File: config.mk
export PLATFORM = sky130hd
export DESIGN_NAME = uart_tx_flat
export DESIGN_NICKNAME = d
export VERILOG_FILES = /design/src/rtl/uart_pkg.sv /design/src/rtl/uart_tx_if.sv /design/src/rtl/uart_baud_gen.sv /design/src/rtl/uart_tx.sv /design/src/flat_wrapper.sv
export SDC_FILE = /design/constraint.sdc
export NUM_CORES = 1
export LEC_CHECK = 0
export ABC_CLOCK_PERIOD_IN_PS = 2000
export BUFFER_PORTS_ARGS = -buffer_cell sky130_fd_sc_hd__buf_4
export CAP_MARGIN = 20
export CORE_AREA = 2 2 53 55
export CTS_BUF_LIST = sky130_fd_sc_hd__clkbuf_8
export DETAILED_ROUTE_END_ITERATION = 8
export DIE_AREA = 0 0 55 57
export PLACE_DENSITY_LB_ADDON = 0.05
export SYNTH_ARGS = -nofsm -noshare
export SYNTH_HDL_FRONTEND = slang
export SYNTH_SLANG_ARGS = --single-unit
File: constraint.sdc
create_clock -name clk_i -period 2 [get_ports clk_i]
set_clock_uncertainty 0.05 [all_clocks]
set_input_delay 0.1 -clock clk_i [delete_from_list [all_inputs] [get_ports clk_i]]
set_output_delay 0.1 -clock clk_i [all_outputs]
set_load 0.1 [all_outputs]
File: src/rtl/uart_pkg.sv
// Shared definitions for the UART transmit path: FSM state type,
// frame geometry and the baud divisor helper.
package uart_pkg;

    localparam int DATA_BITS = 8;

    typedef enum logic [1:0] {
        IDLE  = 2'd0,
        START = 2'd1,
        DATA  = 2'd2,
        STOP  = 2'd3
    } tx_state_t;

    // Clock cycles per serial bit; integer division truncates.
    function automatic int clks_per_bit(input int freq, input int baud);
        return freq / baud;
    endfunction

endpackage

File: src/rtl/uart_tx_if.sv
// Request/status bundle between a byte producer and the UART transmitter.
// Handshake: send_i is a single-cycle strobe with no ready; it is accepted
// only while busy_o is low, data_i is sampled in that same cycle, and any
// strobe seen while busy_o is high (including the done_o cycle) is dropped.
interface uart_tx_if;
    import uart_pkg::*;

    logic                 send_i;
    logic [DATA_BITS-1:0] data_i;
    logic                 tx_o;
    logic                 busy_o;
    logic                 done_o;

    modport master (output send_i, data_i, input tx_o, busy_o, done_o);
    modport slave  (input send_i, data_i, output tx_o, busy_o, done_o);

endinterface

File: src/rtl/uart_baud_gen.sv
// Bit-period timer. Counts 0..CLKS_PER_BIT-1 and flags the last cycle of
// each period; clear_i restarts the period so a frame starts bit-aligned.
module uart_baud_gen #(
    parameter int CLKS_PER_BIT = 16
) (
    input  logic clk_i,
    input  logic rst_n_i,
    input  logic clear_i,
    output logic tick_o,
    output logic pre_tick_o
);
    localparam int CNT_W = (CLKS_PER_BIT > 1) ? $clog2(CLKS_PER_BIT) : 1;
    localparam logic [CNT_W-1:0] LAST = CNT_W'(CLKS_PER_BIT - 1);
    localparam logic [CNT_W-1:0] PRE  = CNT_W'(CLKS_PER_BIT - 2);

    logic [CNT_W-1:0] r_cnt;
    logic             r_tick;

    // Period counter; tick is registered one cycle ahead so it lines up with LAST.
    always_ff @(posedge clk_i or negedge rst_n_i) begin
        if (!rst_n_i) begin
            r_cnt  <= '0;
            r_tick <= 1'b0;
        end else if (clear_i) begin
            r_cnt  <= '0;
            r_tick <= 1'b0;
        end else begin
            r_cnt  <= (r_cnt == LAST) ? '0 : r_cnt + CNT_W'(1);
            r_tick <= (r_cnt == PRE);
        end
    end

    assign tick_o     = r_tick;
    // Second-to-last cycle of the period, used to register end-of-period flags.
    assign pre_tick_o = (r_cnt == PRE);

endmodule

File: src/rtl/uart_tx.sv
// 8N1 serial transmitter: start bit, eight data bits LSB first, stop bit.
// tx_o, busy_o and done_o all come straight from flops.
module uart_tx
    import uart_pkg::*;
#(
    parameter int CLK_FREQ_HZ = 100_000_000,
    parameter int BAUD_RATE   = 9600
) (
    input  logic      clk_i,
    input  logic      rst_n_i,
    uart_tx_if.slave  bus,
    output tx_state_t state_o
);
    localparam int CLKS_PER_BIT = clks_per_bit(CLK_FREQ_HZ, BAUD_RATE);

    if (CLKS_PER_BIT < 2) begin : g_bad_cfg
        $error("uart_tx: CLK_FREQ_HZ / BAUD_RATE must be at least 2");
    end

    tx_state_t            r_state, w_state_next;
    logic [DATA_BITS-1:0] r_shift, w_shift_next;
    logic [2:0]           r_bit, w_bit_next;
    logic                 r_tx, w_tx_next;
    logic                 r_busy, w_busy_next;
    logic                 r_done, w_done_next;
    logic                 w_accept;
    logic                 w_tick;
    logic                 w_pre_tick;

    assign w_accept = (r_state == IDLE) && bus.send_i;

    uart_baud_gen #(
        .CLKS_PER_BIT(CLKS_PER_BIT)
    ) u_baud_gen (
        .clk_i      (clk_i),
        .rst_n_i    (rst_n_i),
        .clear_i    (w_accept),
        .tick_o     (w_tick),
        .pre_tick_o (w_pre_tick)
    );

    // State, datapath and output registers; reset abandons any frame in flight.
    always_ff @(posedge clk_i or negedge rst_n_i) begin
        if (!rst_n_i) begin
            r_state <= IDLE;
            r_shift <= '0;
            r_bit   <= '0;
            r_tx    <= 1'b1;
            r_busy  <= 1'b0;
            r_done  <= 1'b0;
        end else begin
            r_state <= w_state_next;
            r_shift <= w_shift_next;
            r_bit   <= w_bit_next;
            r_tx    <= w_tx_next;
            r_busy  <= w_busy_next;
            r_done  <= w_done_next;
        end
    end

    // Next-state logic; outputs are derived from the next state so the flops
    // present each bit in the same cycle the state enters it.
    always_comb begin
        w_state_next = r_state;
        w_shift_next = r_shift;
        w_bit_next   = r_bit;
        w_done_next  = 1'b0;
        unique case (r_state)
            IDLE: begin
                if (bus.send_i) begin
                    w_state_next = START;
                    w_shift_next = bus.data_i;
                    w_bit_next   = '0;
                end
            end
            START: begin
                if (w_tick) begin
                    w_state_next = DATA;
                    w_bit_next   = '0;
                end
            end
            DATA: begin
                if (w_tick) begin
                    w_shift_next = r_shift >> 1;
                    if (r_bit == 3'(DATA_BITS - 1)) begin
                        w_state_next = STOP;
                    end else begin
                        w_bit_next = r_bit + 3'd1;
                    end
                end
            end
            STOP: begin
                // Registered one cycle early so done_o lands on the last stop cycle.
                w_done_next = w_pre_tick;
                if (w_tick) begin
                    w_state_next = IDLE;
                end
            end
            default: w_state_next = IDLE;
        endcase

        w_tx_next = 1'b1;
        case (w_state_next)
            START:   w_tx_next = 1'b0;
            DATA:    w_tx_next = w_shift_next[0];
            default: w_tx_next = 1'b1;
        endcase
        w_busy_next = (w_state_next != IDLE);
    end

    assign bus.tx_o   = r_tx;
    assign bus.busy_o = r_busy;
    assign bus.done_o = r_done;
    assign state_o    = r_state;

endmodule

File: src/flat_wrapper.sv
// flat-port wrapper written by rule: the top's interface ports become plain ports
module uart_tx_flat import uart_pkg::*;
#(
    parameter int CLK_FREQ_HZ = 100_000_000,
    parameter int BAUD_RATE   = 9600
)
  (clk_i, rst_n_i, state_o, bus_send_i, bus_data_i, bus_tx_o, bus_busy_o, bus_done_o);
  uart_tx_if bus_i ();
  input  logic clk_i;
  input  logic rst_n_i;
  output tx_state_t state_o;
  input wire logic [$bits(bus_i.send_i)-1:0] bus_send_i;
  input wire logic [$bits(bus_i.data_i)-1:0] bus_data_i;
  output wire logic [$bits(bus_i.tx_o)-1:0] bus_tx_o;
  output wire logic [$bits(bus_i.busy_o)-1:0] bus_busy_o;
  output wire logic [$bits(bus_i.done_o)-1:0] bus_done_o;
  assign bus_i.send_i = bus_send_i;
  assign bus_i.data_i = bus_data_i;
  assign bus_tx_o = bus_i.tx_o;
  assign bus_busy_o = bus_i.busy_o;
  assign bus_done_o = bus_i.done_o;
  uart_tx #(.CLK_FREQ_HZ(CLK_FREQ_HZ), .BAUD_RATE(BAUD_RATE)) u_core (.clk_i(clk_i), .rst_n_i(rst_n_i), .bus(bus_i), .state_o(state_o));
endmodule
* After elaboration in Yosys (flattened, before gate mapping)
Cells that the tools add are included.
Storage, ports and cells: output and inout port bits 5, word-level logic and storage cells 49, input bits 11, bits in registers 31
Cells by class: add/sub/neg operators 2, equality and inequality tests 12, multiplexer cells 19, reduce and logical (&&, ||, !) cells 7
Operators by type and width (number):
- 14-bit == test, second input constant | 2
- 14-bit 2-to-1 mux | 2
- 8-bit 2-to-1 mux | 2
- 8-bit case mux with 2 select lines | 1
- 14-bit by 1-bit adder with 14-bit output, second input constant | 1
- 3-bit 2-to-1 mux | 4
- 2-bit 2-to-1 mux | 5
- 3-bit case mux with 3 select lines | 1
- 2-bit != test, second input constant | 4
- 2-bit case mux with 4 select lines | 1
- 2-bit == test, second input constant | 3
- 5-bit AND reduction | 1
- 2-bit by 1-bit == test with 1-bit output, second input constant | 2
- 2-bit nonzero test | 2
- 3-bit by 1-bit adder with 3-bit output, second input constant | 1
- 3-bit == test, second input constant | 1
- 3-bit AND reduction | 1
- 3-bit nonzero test | 1
- 2-bit zero test | 1
- 1-bit 2-to-1 mux | 2
- 1-bit case mux with 2 select lines | 1
- 1-bit logical AND | 1

* Logic depth before layout (Yosys ltp)
depth after elaboration 6, depth in mapped cells 6, gate-level depth less buffers 6

* By module
From an unflattened synthesis, not the netlist that was laid out.
Unflattened totals: cells, all modules 147, area, all modules 1525.2 µm²
By module, submodules not included:
- uart_tx | cells each 70, seq. area each 401.6 µm², times used 1, area each 768.2 µm²
- uart_baud_gen | cells each 77, seq. area each 375.4 µm², times used 1, area each 757.0 µm²

* Worst setup path before layout
OpenSTA, ideal clock, no wires.
path kind register to register, from reg u_core.r_state[0], in the netlist u_core.state_o[0], to reg u_core.r_tx, in the netlist u_core.bus.tx_o, arrival time 2008 ps, setup time 90 ps, stages on the path, launching flop included 7, period minus slack after synthesis 2148 ps, buffers on the path 2, data required time 1860 ps, path slack -148 ps, path through dfrtp_1 > buf_2 > and3b_1 > buf_2 > a22oi_1 > nor3b_1 > mux2i_1
Between the ends: longest elaborated chain between the ends 5, elaborated cells between the ends (all ways) 14, classes of those cells 5 x eq/ne; 8 x mux; 1 x reduce/logical
RTL lines:
- start, declared | RTL line uart_tx.sv:20 | tx_state_t r_state, w_state_next;
- start signal, assigned | RTL line uart_tx.sv:52 | r_state <= w_state_next;
- 2-bit 2-to-1 mux | RTL line uart_tx.sv:85 | if (r_bit == 3'(DATA_BITS - 1)) begin
- 2-bit 2-to-1 mux | RTL line uart_tx.sv:83 | if (w_tick) begin
- 2-bit case mux with 4 select lines | RTL line uart_tx.sv:68 | unique case (r_state)
- 2-bit == test or 2-bit by 1-bit == test with 1-bit output (tied branches) | RTL line uart_tx.sv:103 | case (w_state_next)
- 1-bit case mux with 2 select lines * | RTL line uart_tx.sv:103
- net u_core.w_tx_next | RTL line uart_tx.sv:23 | logic r_tx, w_tx_next;
- end signal, assigned | RTL line uart_tx.sv:55 | r_tx <= w_tx_next;
- end, declared | RTL line uart_tx.sv:23
The timed path passes the listed nets; every way through them passes the cells marked *. A chain may end at the register's enable or synchronous reset.

* Worst setup path in the final report
from reg u_core.r_bit[0], to reg u_core.r_bit[2]
Between the ends: longest elaborated chain between the ends 4, elaborated cells between the ends (all ways) 7, classes of those cells 1 x add/sub; 2 x eq/ne; 3 x mux; 1 x reduce/logical
RTL lines:
- start, declared | RTL line uart_tx.sv:22 | logic [2:0] r_bit, w_bit_next;
- start signal, assigned | RTL line uart_tx.sv:54 | r_bit <= w_bit_next;
- 3-bit by 1-bit adder with 3-bit output | RTL line uart_tx.sv:88 | w_bit_next = r_bit + 3'd1;
- 3-bit 2-to-1 mux | RTL line uart_tx.sv:85
- 3-bit 2-to-1 mux | RTL line uart_tx.sv:83
- 3-bit case mux with 3 select lines | RTL line uart_tx.sv:68
Parallel ways exist; a longest one is shown, timed or not. The select of a mux whose other input is x is not followed.

==> impl_results.md <==
* Outcome: complete, no violations
* Power Density at 861 nW/um^2
* Syn Area/Cell at 10.6 um^2
* Sw frac at 0.283
* I/O pin count at 16
* Clock Latency Late Sink at 0.27 ns
* CP max FO at 3
* Total Wirelength at 2.78 mm
* TritonCTS clock tree: built
* Distinct cells, synth at 38
* Peak supply drop at 0.000746 V
* Largest net degree at the start of global routing at 32
* CP Class: flop to flop
* Tcrit/Tclk final at 0.845
* Post-Place Cells at 183
* Post-route DRC at 0
* CTS root buffer: clkbuf_8
* Max cap viols at 0
* Worst-Margin Slew at 0.398 ns
* Clock Pin Slew Worst Setup and Hold Paths at 0.07 ns
* Fin nets at 180
* ANT nets after route at 0
* Relative slew slack at 0.735
* Critical path required time at 2.11 ns
* Die Area at 3140 um^2
* Most frequent cells in the layout: 28 x dfrtp_1, 17 x buf_4, 16 x nand2_1
* FMAX at 592 MHz
* DP Wirelength at 1.81 mm
* Die span in x at 55 um
* Comb pwr share at 0.140
* Hold Crit Start: bus_data_i[3]
* Chip height at 57 um
* P_sw at 434 uW
* Area delta synth->final at 18.8%
* Unrepaired setup endpoints after global routing: false
* Antenna Diode Count at 0
* R2R Setup Slk at 0.31 ns
* Flop pwr share at 0.541
* Initial DRC count at 26
* Post-layout min period at 1.69 ns
* Clock sink count at 31
* Layout Utilization at 0.680
* Final TNS setup at 0 ns
* Int Power at 1100 uW
* Worst hold path class: input pin to flop
* Max Slew Vio Count at 0
* Worst flop-to-flop path endpoint: u_core.r_bit[2]
* Sequential fraction of the synthesis area at 0.519
* CTS max path bufs at 2
* Total CTS buffers at 5
* Worst EP arrival at 1.80 ns
* First-pass GRT wire length at 4.99 mm
* Final hold viol count at 0
* Path depth of the worst reg2reg path at 6
* Yosys reg bits at 31
* Row count at 19
* Final setup violating endpoints at 0
* Initial antenna violation count at 0
* Gr usage total at 0.219
* Hold Path Stages at 3
* Vias at 1096
* Most common cell after layout, fill and taps aside: dfrtp_1
* RePlAce Congestion at 0.866
* Async S/R FF share, synth at 1.00
* Crit path launch type: flop
* Core area at 2620 um^2
* Vias in the first global route at 1160
* Number of buffers added on ports at 15
* H-tree depth at 2
* Non-filler cells, final at 197
* Layout cells sized above 1 at 0.223
* Initial Util at 0.572
* Syn nets at 156
* Synthesized cell area at 1500 um^2
* Post-CTS resize count at 0
* Worst r2r src: u_core.r_bit[0]
* Cells after Synth at 141
* Leakage at 0.000849 uW
* Post-route setup slack at 0.310 ns
* CP Capture Type: flop
* Vias per Instance at 5.56
* Post-DR wirelength/cell at 14.1 um
* Post-synth EDFFs at 0
* DR pass1 iterations at 4
* WHS Endpoint: u_core.r_shift[3]
* Clock network power share at 0.319
* Total gr overflow at 0
* Synth Flop Type: dfrtp_1
* Warnings, synthesis at 0
* Setup WS pre-CTS at 0.325 ns
-- repair_timing --
item	4_1_cts	5_1_grt
hold buffers	6	0
buffers inserted	0	0
endpoints found under the setup margin	0	0
endpoints found under the hold margin	35	0
-- power groups by stage --
stage	clock (uW)	sequential (uW)	combinational [uW]
after floorplan	0	799	194
after global placement	0	834	200
after detailed placement	0	839	207
after CTS	501	828	218
after global routing	531	849	250
final	488	829	215
-- state kept, by name (all words and copies together) (netlist names) --
signal,flops
u_core.r_shift,8
u_core.u_baud_gen.tick_o,1
u_core.r_bit,3
u_core.u_baud_gen.r_cnt,14
u_core.bus.tx_o,1
u_core.bus.done_o,1
u_core.bus.busy_o,1
u_core.state_o,2
-- worst max-delay path by stage --
stage	from	endpoint	slack, ns	cells after the start
after detailed placement	u_core.r_bit[0]	u_core.r_bit[2]	0.32	6
after CTS	u_core.r_bit[0]	u_core.r_bit[2]	0.31	6
after global placement	u_core.r_bit[0]	u_core.r_bit[2]	0.40	6
final	u_core.r_bit[0]	u_core.r_bit[2]	0.31	6
after global routing	u_core.r_bit[0]	u_core.r_bit[2]	0.18	6
after floorplan	u_core.state_o[0]	u_core.bus.tx_o	0.14	6
-- Yosys cell counts (all sizes together), types with 2 or more instances --
cell type  number  area share
dfrtp          30        0.50
nand2          17       0.044
nor2           16       0.042
a22oi           7       0.035
nand3           7       0.023
xnor2           7       0.041
buf             6       0.026
inv             6       0.015
nand4           5       0.021
xor2            5       0.029
ha              4       0.033
nor3            4       0.013
and3b           3       0.018
nor3b           3       0.018
nor4b           3       0.022
and4            2       0.013
mux2            2       0.015
-- metrics by stage --
step	power, uW	hold WS [ns]	cell area (um^2)
2_1_floorplan	993	-0.246	1500
3_5_place_dp	1050	0.00549	1630
6_report	1530	0.00342	1780
5_1_grt	1630	0.0200	1780
4_1_cts	1550	0.00387	1780
3_3_place_gp	1030	0.0000781	1630
-- cells by family after synthesis --
kind of cell / synth area share
and+or+nand+nor: 0.235
buffers and inverters: 0.0410
xor gates and xnor gates: 0.0702
adders and majority gates: 0.0334
DFF: 0.519
AOI/OAI and AO/OA: 0.0794
muxes: 0.0217
-- area by class of cell --
cell class	count	area (um^2)
tap	31	38.8
inverter	6	22.5
clock buffer	6	82.6
fill	217	837
multi-input combinational	98	658
sequential	31	779
clock inverter	2	8.76
timing repair buffer	23	188
-- worst max-delay path: stages, from the launching register on --
cell and delay [ns]:
dfrtp_1 0.39, ha_1 0.16, ha_1 0.15, inv_1 0.05, a31oi_1 0.21, o22a_1 0.23
mux2_2 0.34
-- per-layer routing --
metal  vias up  track usage  part of all wire
met1       532        0.277              0.46
met4         0       0.0732             0.012
met3         6       0.0550             0.036
met5         -            0                 0
met2        21        0.361              0.50
li1        537            -                 -
Note: power is estimated with default switching activity, not from simulation.
